==> config.mk <==
export PLATFORM = sky130hd
export DESIGN_NAME = eth_reset_sequencer
export DESIGN_NICKNAME = d
export VERILOG_FILES = /design/src/rtl/eth_reset_sequencer.sv
export SDC_FILE = /design/constraint.sdc
export NUM_CORES = 1
export LEC_CHECK = 0
export BUFFER_PORTS_ARGS = -buffer_cell sky130_fd_sc_hd__buf_2
export CAP_MARGIN = 0
export CELL_PAD_IN_SITES_DETAIL_PLACEMENT = 0
export CELL_PAD_IN_SITES_GLOBAL_PLACEMENT = 1
export CORE_MARGIN = 3
export CORE_UTILIZATION = 30
export CTS_CLUSTER_SIZE = 10
export DETAILED_ROUTE_END_ITERATION = 10
export PLACE_DENSITY = 0.62
export SLEW_MARGIN = 15
export SYNTH_ARGS = -nofsm -noshare
export SYNTH_HDL_FRONTEND = slang
export SYNTH_SLANG_ARGS = --single-unit
export TNS_END_PERCENT = 1
==> constraint.sdc <==
create_clock -name clk_i -period 2.45 [get_ports clk_i]
set_input_delay 0.1225 -clock clk_i [delete_from_list [all_inputs] [get_ports clk_i]]
set_output_delay 0.1225 -clock clk_i [all_outputs]
set_load 0.005 [all_outputs]
==> src/rtl/eth_reset_sequencer.sv <==
`default_nettype none
// ============================================================================
// Module   : eth_reset_sequencer
// Purpose  : Releases channels_p reset domains in ascending order, waiting on
//            each domain's synchronised ready, with per-channel timeouts and
//            software restart. Optional build macro ETH_RST_SEQ_READY_MON_EN
//            enables ready-loss monitoring in DONE.
// Revision : 1.0 - initial release
// ============================================================================
module eth_reset_sequencer #(
   parameter int channels_p       = 4,
   parameter int sync_depth_p     = 4,
   parameter int stretch_cycles_p = 16,
   parameter int gap_cycles_p     = 8,
   parameter int timeout_cycles_p = 1024
) (
   input  logic                  clk_i,
   input  logic                  reset_n_i,
   input  logic                  sw_reset_i,
   input  logic [channels_p-1:0] ready_i,
   output logic [channels_p-1:0] reset_o,
   output logic                  done_o,
   output logic [channels_p-1:0] timeout_o,
   output logic                  busy_o
);

   localparam int c_max_sg  = (stretch_cycles_p > gap_cycles_p) ? stretch_cycles_p : gap_cycles_p;
   localparam int c_cnt_max = (c_max_sg > timeout_cycles_p) ? c_max_sg : timeout_cycles_p;
   localparam int c_cnt_w   = $clog2(c_cnt_max + 1);
   localparam int c_idx_w   = (channels_p > 1) ? $clog2(channels_p) : 1;

   localparam logic [c_cnt_w-1:0] c_stretch_last = c_cnt_w'(stretch_cycles_p - 1);
   localparam logic [c_cnt_w-1:0] c_gap_last     = c_cnt_w'(gap_cycles_p - 1);
   localparam logic [c_cnt_w-1:0] c_timeout_last = c_cnt_w'(timeout_cycles_p - 1);
   localparam logic [c_idx_w-1:0] c_last_idx     = c_idx_w'(channels_p - 1);

   typedef enum logic [1:0] {
      ST_ASSERT = 2'd0,
      ST_WAIT   = 2'd1,
      ST_GAP    = 2'd2,
      ST_DONE   = 2'd3
   } state_t;

   state_t                                   r_state;
   state_t                                   w_state_nx;
   logic [c_cnt_w-1:0]                       r_cnt;
   logic [c_cnt_w-1:0]                       w_cnt_nx;
   logic [c_idx_w-1:0]                       r_idx;
   logic [c_idx_w-1:0]                       w_idx_nx;
   logic [sync_depth_p-1:0][channels_p-1:0]  r_sync;
   logic [channels_p-1:0]                    w_rdy_s;
   logic                                     w_rdy_cur;
   logic [channels_p-1:0]                    r_reset;
   logic [channels_p-1:0]                    w_rst_nx;
   logic [channels_p-1:0]                    r_timeout;
   logic [channels_p-1:0]                    w_to_nx;
   logic                                     r_done;
   logic                                     r_busy;

   // Ready inputs are fully asynchronous; stage 0 takes ready_i directly.
   always_ff @(posedge clk_i or negedge reset_n_i) begin
      if (!reset_n_i) begin
         r_sync <= '0;
      end else begin
         r_sync <= {r_sync[sync_depth_p-2:0], ready_i};
      end
   end

   assign w_rdy_s   = r_sync[sync_depth_p-1];
   assign w_rdy_cur = w_rdy_s[r_idx];

   always_ff @(posedge clk_i or negedge reset_n_i) begin
      if (!reset_n_i) begin
         r_state   <= ST_ASSERT;
         r_cnt     <= '0;
         r_idx     <= '0;
         r_reset   <= '1;
         r_timeout <= '0;
         r_done    <= 1'b0;
         r_busy    <= 1'b1;
      end else begin
         r_state   <= w_state_nx;
         r_cnt     <= w_cnt_nx;
         r_idx     <= w_idx_nx;
         r_reset   <= w_rst_nx;
         r_timeout <= w_to_nx;
         r_done    <= (w_state_nx == ST_DONE);
         r_busy    <= (w_state_nx != ST_DONE);
      end
   end

   always_comb begin
      w_state_nx = r_state;
      w_cnt_nx   = r_cnt + c_cnt_w'(1);
      w_idx_nx   = r_idx;
      w_to_nx    = r_timeout;
      case (r_state)
         ST_ASSERT: begin
            if (r_cnt == c_stretch_last) begin
               w_state_nx = ST_WAIT;
               w_idx_nx   = '0;
               w_cnt_nx   = '0;
            end
         end
         ST_WAIT: begin
            // A timed-out channel exits exactly like a ready one; only the flag differs.
            if (w_rdy_cur || (r_cnt == c_timeout_last)) begin
               if (!w_rdy_cur) begin
                  w_to_nx[r_idx] = 1'b1;
               end
               w_cnt_nx   = '0;
               w_state_nx = (r_idx == c_last_idx) ? ST_DONE : ST_GAP;
            end
         end
         ST_GAP: begin
            if (r_cnt == c_gap_last) begin
               w_state_nx = ST_WAIT;
               w_idx_nx   = r_idx + c_idx_w'(1);
               w_cnt_nx   = '0;
            end
         end
         ST_DONE: begin
            w_cnt_nx = '0;
`ifdef ETH_RST_SEQ_READY_MON_EN
            // Channels that already timed out are not expected to hold ready.
            if (|(~w_rdy_s & ~r_timeout)) begin
               w_state_nx = ST_ASSERT;
               w_idx_nx   = '0;
            end
`else
            w_state_nx = ST_DONE;
`endif
         end
         default: begin
            w_state_nx = ST_ASSERT;
            w_cnt_nx   = '0;
            w_idx_nx   = '0;
         end
      endcase
      if (sw_reset_i) begin
         w_state_nx = ST_ASSERT;
         w_cnt_nx   = '0;
         w_idx_nx   = '0;
         w_to_nx    = '0;
      end
   end

   // Outputs are registered from the next state so they never glitch.
   always_comb begin
      w_rst_nx = '1;
      for (int c = 0; c < channels_p; c++) begin
         if (w_state_nx == ST_DONE) begin
            w_rst_nx[c] = 1'b0;
         end else if ((w_state_nx != ST_ASSERT) && (c_idx_w'(c) <= w_idx_nx)) begin
            w_rst_nx[c] = 1'b0;
         end
      end
   end

   assign reset_o   = r_reset;
   assign timeout_o = r_timeout;
   assign done_o    = r_done;
   assign busy_o    = r_busy;

endmodule
`default_nettype wire
Word-level counts from Yosys, hierarchy flattened
Index checks and enable logic that the tools add are counted.

$add $sub $neg: 2. Order comparisons: 6. Equality and inequality tests: 10. Mux-type cells: 31. Bitwise gates (word level): 1. Reduce and logical (&&, ||, !) cells: 11.

Operators by type and width (number): 2-to-1 mux 11 bit (4); one-hot mux 11 bit (4 select lines) (1); 2-to-1 mux 4 bit (4); 2-to-1 mux 2 bit (7); adder 11 x 1 -> 11 bit, second input constant (1); == test 11 x 10 -> 1 bit, second input constant (1); == test 11 x 3 -> 1 bit, second input constant (1); == test 11 x 4 -> 1 bit, second input constant (1); 2-to-1 mux 1 bit (11); == test 2 bit, second input constant (4); one-hot mux 2 bit (4 select lines) (1); nonzero test 2 bit (3); logical AND 1 bit (5); less-or-equal comparator 1 x 2 -> 1 bit, first input constant (2); less-or-equal comparator 2 bit, first input constant (2); != test 2 bit, second input constant (2); bitwise OR 4 bit (1); one-hot mux 2 bit (2 select lines) (1); less-than comparator 2 x 3 -> 1 bit, second input constant (1); AND reduction 3 bit (1); adder 2 x 1 -> 2 bit, second input constant (1); binary-select mux 1 bit (select 2 bit) (1); demux 1 bit (select 2 bit) (1); == test 2 x 1 -> 1 bit, second input constant (1); 3 further kinds (3).

Flip-flop bits (word level): 41. Bits of input ports: 7. Output and inout port bits: 10. Word-level logic and storage cells: 72.

Depth between registers and ports, before layout
Depth in word-level cells: 10. Depth in mapped cells: 7. Gate-level depth less buffers: 7.

Worst setup path after synthesis
OpenSTA, ideal clock, no wires.

Kind: register -> register. From: reg r_cnt[6]. To: reg r_reset[2] (netlist: reset_o[2]). Setup time: 83 ps. Data arrival time: 2100 ps. Data required time: 2367 ps. Setup slack: 266 ps. Cell stages (with the launch flop): 6. Buffers on the path: 0. Clock period less this slack: 2184 ps. Cell sequence: dfrtp_1 or4_4 o41a_1 a211oi_4 inv_2 maj3_2.

Cells in the longest elaborated chain, start to end: 9. Elaborated cells on any way between the ends: 19. Classes of those cells: order compare (1); eq/ne (4); mux (11); reduce/logical (3).

RTL lines: start: declaration (line 46) `logic [c_cnt_w-1:0] r_cnt;`; start signal: assignment (line 83) `r_cnt <= w_cnt_nx;`; == test 11 x 10 -> 1 bit (line 107) `if (w_rdy_cur || (r_cnt == c_timeout_last)) begin`; logical OR 1 bit (line 107); 2-to-1 mux 2 bit (line 107); one-hot mux 2 bit (4 select lines) (*) (line 97) `case (r_state)`; 2-to-1 mux 2 bit (*) (line 140) `if (sw_reset_i) begin`; net w_state_nx[0] (line 45) `state_t w_state_nx;`; nonzero test 2 bit (line 154) `end else if ((w_state_nx != ST_ASSERT) && (c_idx_w'(c) <= w_idx_nx)) begin`; logical AND 1 bit (line 154); 2-to-1 mux 1 bit (line 154); 2-to-1 mux 1 bit (*) (line 152) `if (w_state_nx == ST_DONE) begin`; net w_rst_nx[2] (line 54) `logic [channels_p-1:0] w_rst_nx;`; end signal: assignment (line 85) `r_reset <= w_rst_nx;`; end: declaration (line 53) `logic [channels_p-1:0] r_reset;`.

The timed path passes the listed nets; every way through them passes the cells marked *. A chain may end at the register's enable or synchronous reset.

Final worst setup path
From: reg r_cnt[6]. To: reg r_reset[3] (netlist: reset_o[3]).

Elaborated cells on any way between the ends: 19. Classes of those cells: order compare (1); eq/ne (4); mux (11); reduce/logical (3).

RTL lines: == test 11 x 3 -> 1 bit or == test 11 x 4 -> 1 bit (tied branches) (line 116, 99); 2-to-1 mux 2 bit (on tied branches) (line 116, 99); one-hot mux 2 bit (2 select lines) (*) (line 97); 2-to-1 mux 2 bit (*) (line 140); net w_idx_nx[0] (line 49) `logic [c_idx_w-1:0] w_idx_nx;`; less-or-equal comparator 2 bit (*) (line 154); logical AND 1 bit (*) (line 154); 2-to-1 mux 1 bit (*) (line 154); 2-to-1 mux 1 bit (*) (line 152); net w_rst_nx[3] (line 54).

Marked as above.

==> run metrics <==
Clock Sinks=between 40 and 50; Peak VDD IR=0.0003612 V; Commonest cells post-synth=36 x dfrtp_1, 20 x nor2_1, 9 x inv_1, 7 x nand3_1, 6 x nand2_1; nets@finish=190; Post-synth EDFFs=0; Num CTS Buffers=5; Yosys Warn Count=0; All-Layer GR Usage=between 10% and 20%; Starting Density=roughly a third; Synthesized Nets=161; Largest stage delay, worst path=~580 ps; FMAX=between 400 and 500 MHz; cells along the critical path=or4_4 -> or3_1 -> or3_1 -> a31oi_1 -> a31oi_1; Layout Skew=slightly above 10 ps; clock share of power=roughly 37%; number of global-route vias before repair=1195; die width=81.73 um; Worst Tran Pin Value=roughly 900 ps; largest net degree at the start of global routing=42; Yosys cell types=38; leakage power total=between 0.9 and 1 nW; delay-heaviest family, CP=simple AND/OR/NAND/NOR gates; Synth-to-Final Area Change=19.42%; nature of the critical path endpoint=flop; CP max-delay cell=or4_4; Clock Latency Late Sink=about 300 ps; final WL=around 3.2 mm; Die ar.=about 6700 um^2; HPWL Detailed=about 2.3 mm; via count=1175; Core Region=5335 um^2; R2R Setup Slk=~130 ps; register area share after synthesis=between 60% and 70%; share of the clock period used by the worst path=a little over nine tenths; Clock transition at path regs=around 90 ps; status=finished, final reports clean; most numerous cell in the Yosys netlist=dfrtp_1; reg-to-reg critical path endpoint=reset_o[3]; maxcap violations=0; TritonCTS clock tree=built; min-delay src=sw_reset_i; first-pass GRT wire length=between 5 and 6 mm; Max FO, Critical Path=6; switching part of the total power=25.66%; Routed Antenna Nets=0; combinational power share=roughly 6.7%; share of synthesized registers carrying an async set or reset=100.0%; WHS Endpoint=timeout_o[3]; RSZ-0062 raised after global routing=false; FF+latch count, synth=roughly 40; final non-filler cell area=2054 um^2; CP arrival=between 2000 and 3000 ps; placed cell area=1911 um^2; Final Max Tran Viols=0; Internal Power=0.0009383 W; Mean Syn Cell Area=~12 um^2; die height=between 80 and 90 um; final setup vio count=0; final core occ=approximately two fifths; synthesized netlist cell count=about 150; min Tclk post-route=between 2000 and 2500 ps; Critical Setup Path Class=flop to flop; row count=26; post-DR wirelength/cell=between 10 and 15 um; PortBufs=16; DRC viols=0; crit path buf inv count=0; Syn Std Cell Area=about 1700 um^2; vias per cell=approximately 4.7; Root Driver=clkbuf_8; 1st-pass router iterations=4; buffers inserted by post-CTS timing repair=0; gr ovfl total=0; antenna diode count=0; antenna violations before repair=0; cell taking the most area after synthesis=dfrtp_1; Reg-to-Reg Start=r_cnt[6]; Pwr Density=614.4 nW/um^2; hold path cells=2; TNS Setup=0 ps; htree depth=2; Area contributors post-synth=dfrtp_1 52%, dfstp_2 7.6%, nor2_1 4.4%; worst-case clock buffer depth=2; NetSw=around 0.00032 W; Hold WC Path Type=input pin to flop; First DRT Iteration DRCs=48; Reg power frac=a little under three fifths; r2r worst-path depth=5; post-synth top area share=a little over half; Slew headroom=between 40% and 50%; Final Hold Viols=0; WP data required=approximately 2700 ps; share of layout cells above drive strength 1=22.91%; GP Congestion=about 0.88; Worst setup SP type=flop; I/O Pins=17; Main synth FF type=dfrtp_1
==> worst max-delay path by stage <==
| stage | from | endpoint | slack, ps | cells after the start |
|---|---|---|---|---|
| finish | r_cnt[6] | reset_o[3] | 130 | 5 |
| global route | r_cnt[6] | reset_o[3] | 30 | 5 |
| CTS | r_cnt[6] | reset_o[2] | 90 | 5 |
| detailed placement | r_cnt[6] | reset_o[2] | 120 | 5 |
| global placement | r_cnt[6] | reset_o[2] | 160 | 5 |
| floorplan | r_cnt[6] | reset_o[2] | 270 | 5 |
==> final cells by class <==
class                   instances  area [um^2]
clock buffers                   5        68.82
well taps                      70        87.58
flip-flops and latches         41         1032
inverters                      10        37.54
fillers                       553         3281
repair buffers                 26        167.7
multi-input cells              94        635.6
clock inverters                 3        25.02
==> layer usage <==
| layer | vias up | wire length [um] | GRT usage [%] |
|---|---|---|---|
| met1 | 573 | 1551 | 14.41 |
| met2 | 26 | 1481 | 17.45 |
| met5 | - | 0 | 0 |
| met3 | 7 | 136 | 3.728 |
| li1 | 569 | - | - |
| met4 | 0 | 58 | 5.648 |
==> sequential cells by signal (all words and copies together), names as in the netlist <==
signal	flops
w_rdy_s	4
r_cnt	11
r_sync	12
busy_o	1
timeout_o	4
reset_o	4
done_o	1
r_idx	2
r_state	2
==> what timing repair did <==
| action | CTS | global route |
|---|---|---|
| hold endpoints to repair | 40 | 0 |
| hold buffers | 5 | 0 |
| endpoints found under the setup margin | 0 | 1 |
| gates resized for setup | 0 | 0 |
==> placed cells by master (no fill, tap or decap), drive strengths merged, types with 6 or more instances in the layout <==
| master | n |
|---|---|
| dfrtp | 36 |
| nand2 | 6 |
| nand3 | 7 |
| inv | 12 |
| buf | 21 |
| nor2 | 20 |
==> power by group through the flow <==
stage,clock [W],combinational [W],sequential [W]
after CTS,0.000485,0.0000871,0.000711
after floorplan,0,0.0000449,0.000721
after global placement,0,0.0000783,0.000724
final,0.000467,0.0000848,0.000710
after global routing,0.000516,0.0000971,0.000715
after detailed placement,0,0.0000798,0.000724
==> logic make-up after synthesis <==
| group | Yosys count | share of synthesized area (%) |
|---|---|---|
| DFF | 41 | 60.00 |
| adders and majority gates | 6 | 4.291 |
| AOI/OAI and AO/OA | 22 | 9.818 |
| buffers and inverters | 14 | 3.054 |
| xor gates and xnor gates | 10 | 5.091 |
| and+or+nand+nor | 54 | 15.85 |
| muxes | 2 | 1.891 |
==> stage by stage <==
stage          setup WS, ps   power, W  hold slack (ps)  cells
5_1_grt               25.29   0.001327            138.6    249
2_1_floorplan         266.4  0.0007660           -173.1    149
3_3_place_gp          164.6  0.0008020            234.1    236
4_1_cts               92.43   0.001283            121.9    249
6_report              125.8   0.001262            128.1    249
3_5_place_dp          117.6  0.0008039            232.2    236
No activity file was read; power rests on OpenSTA's default activity.
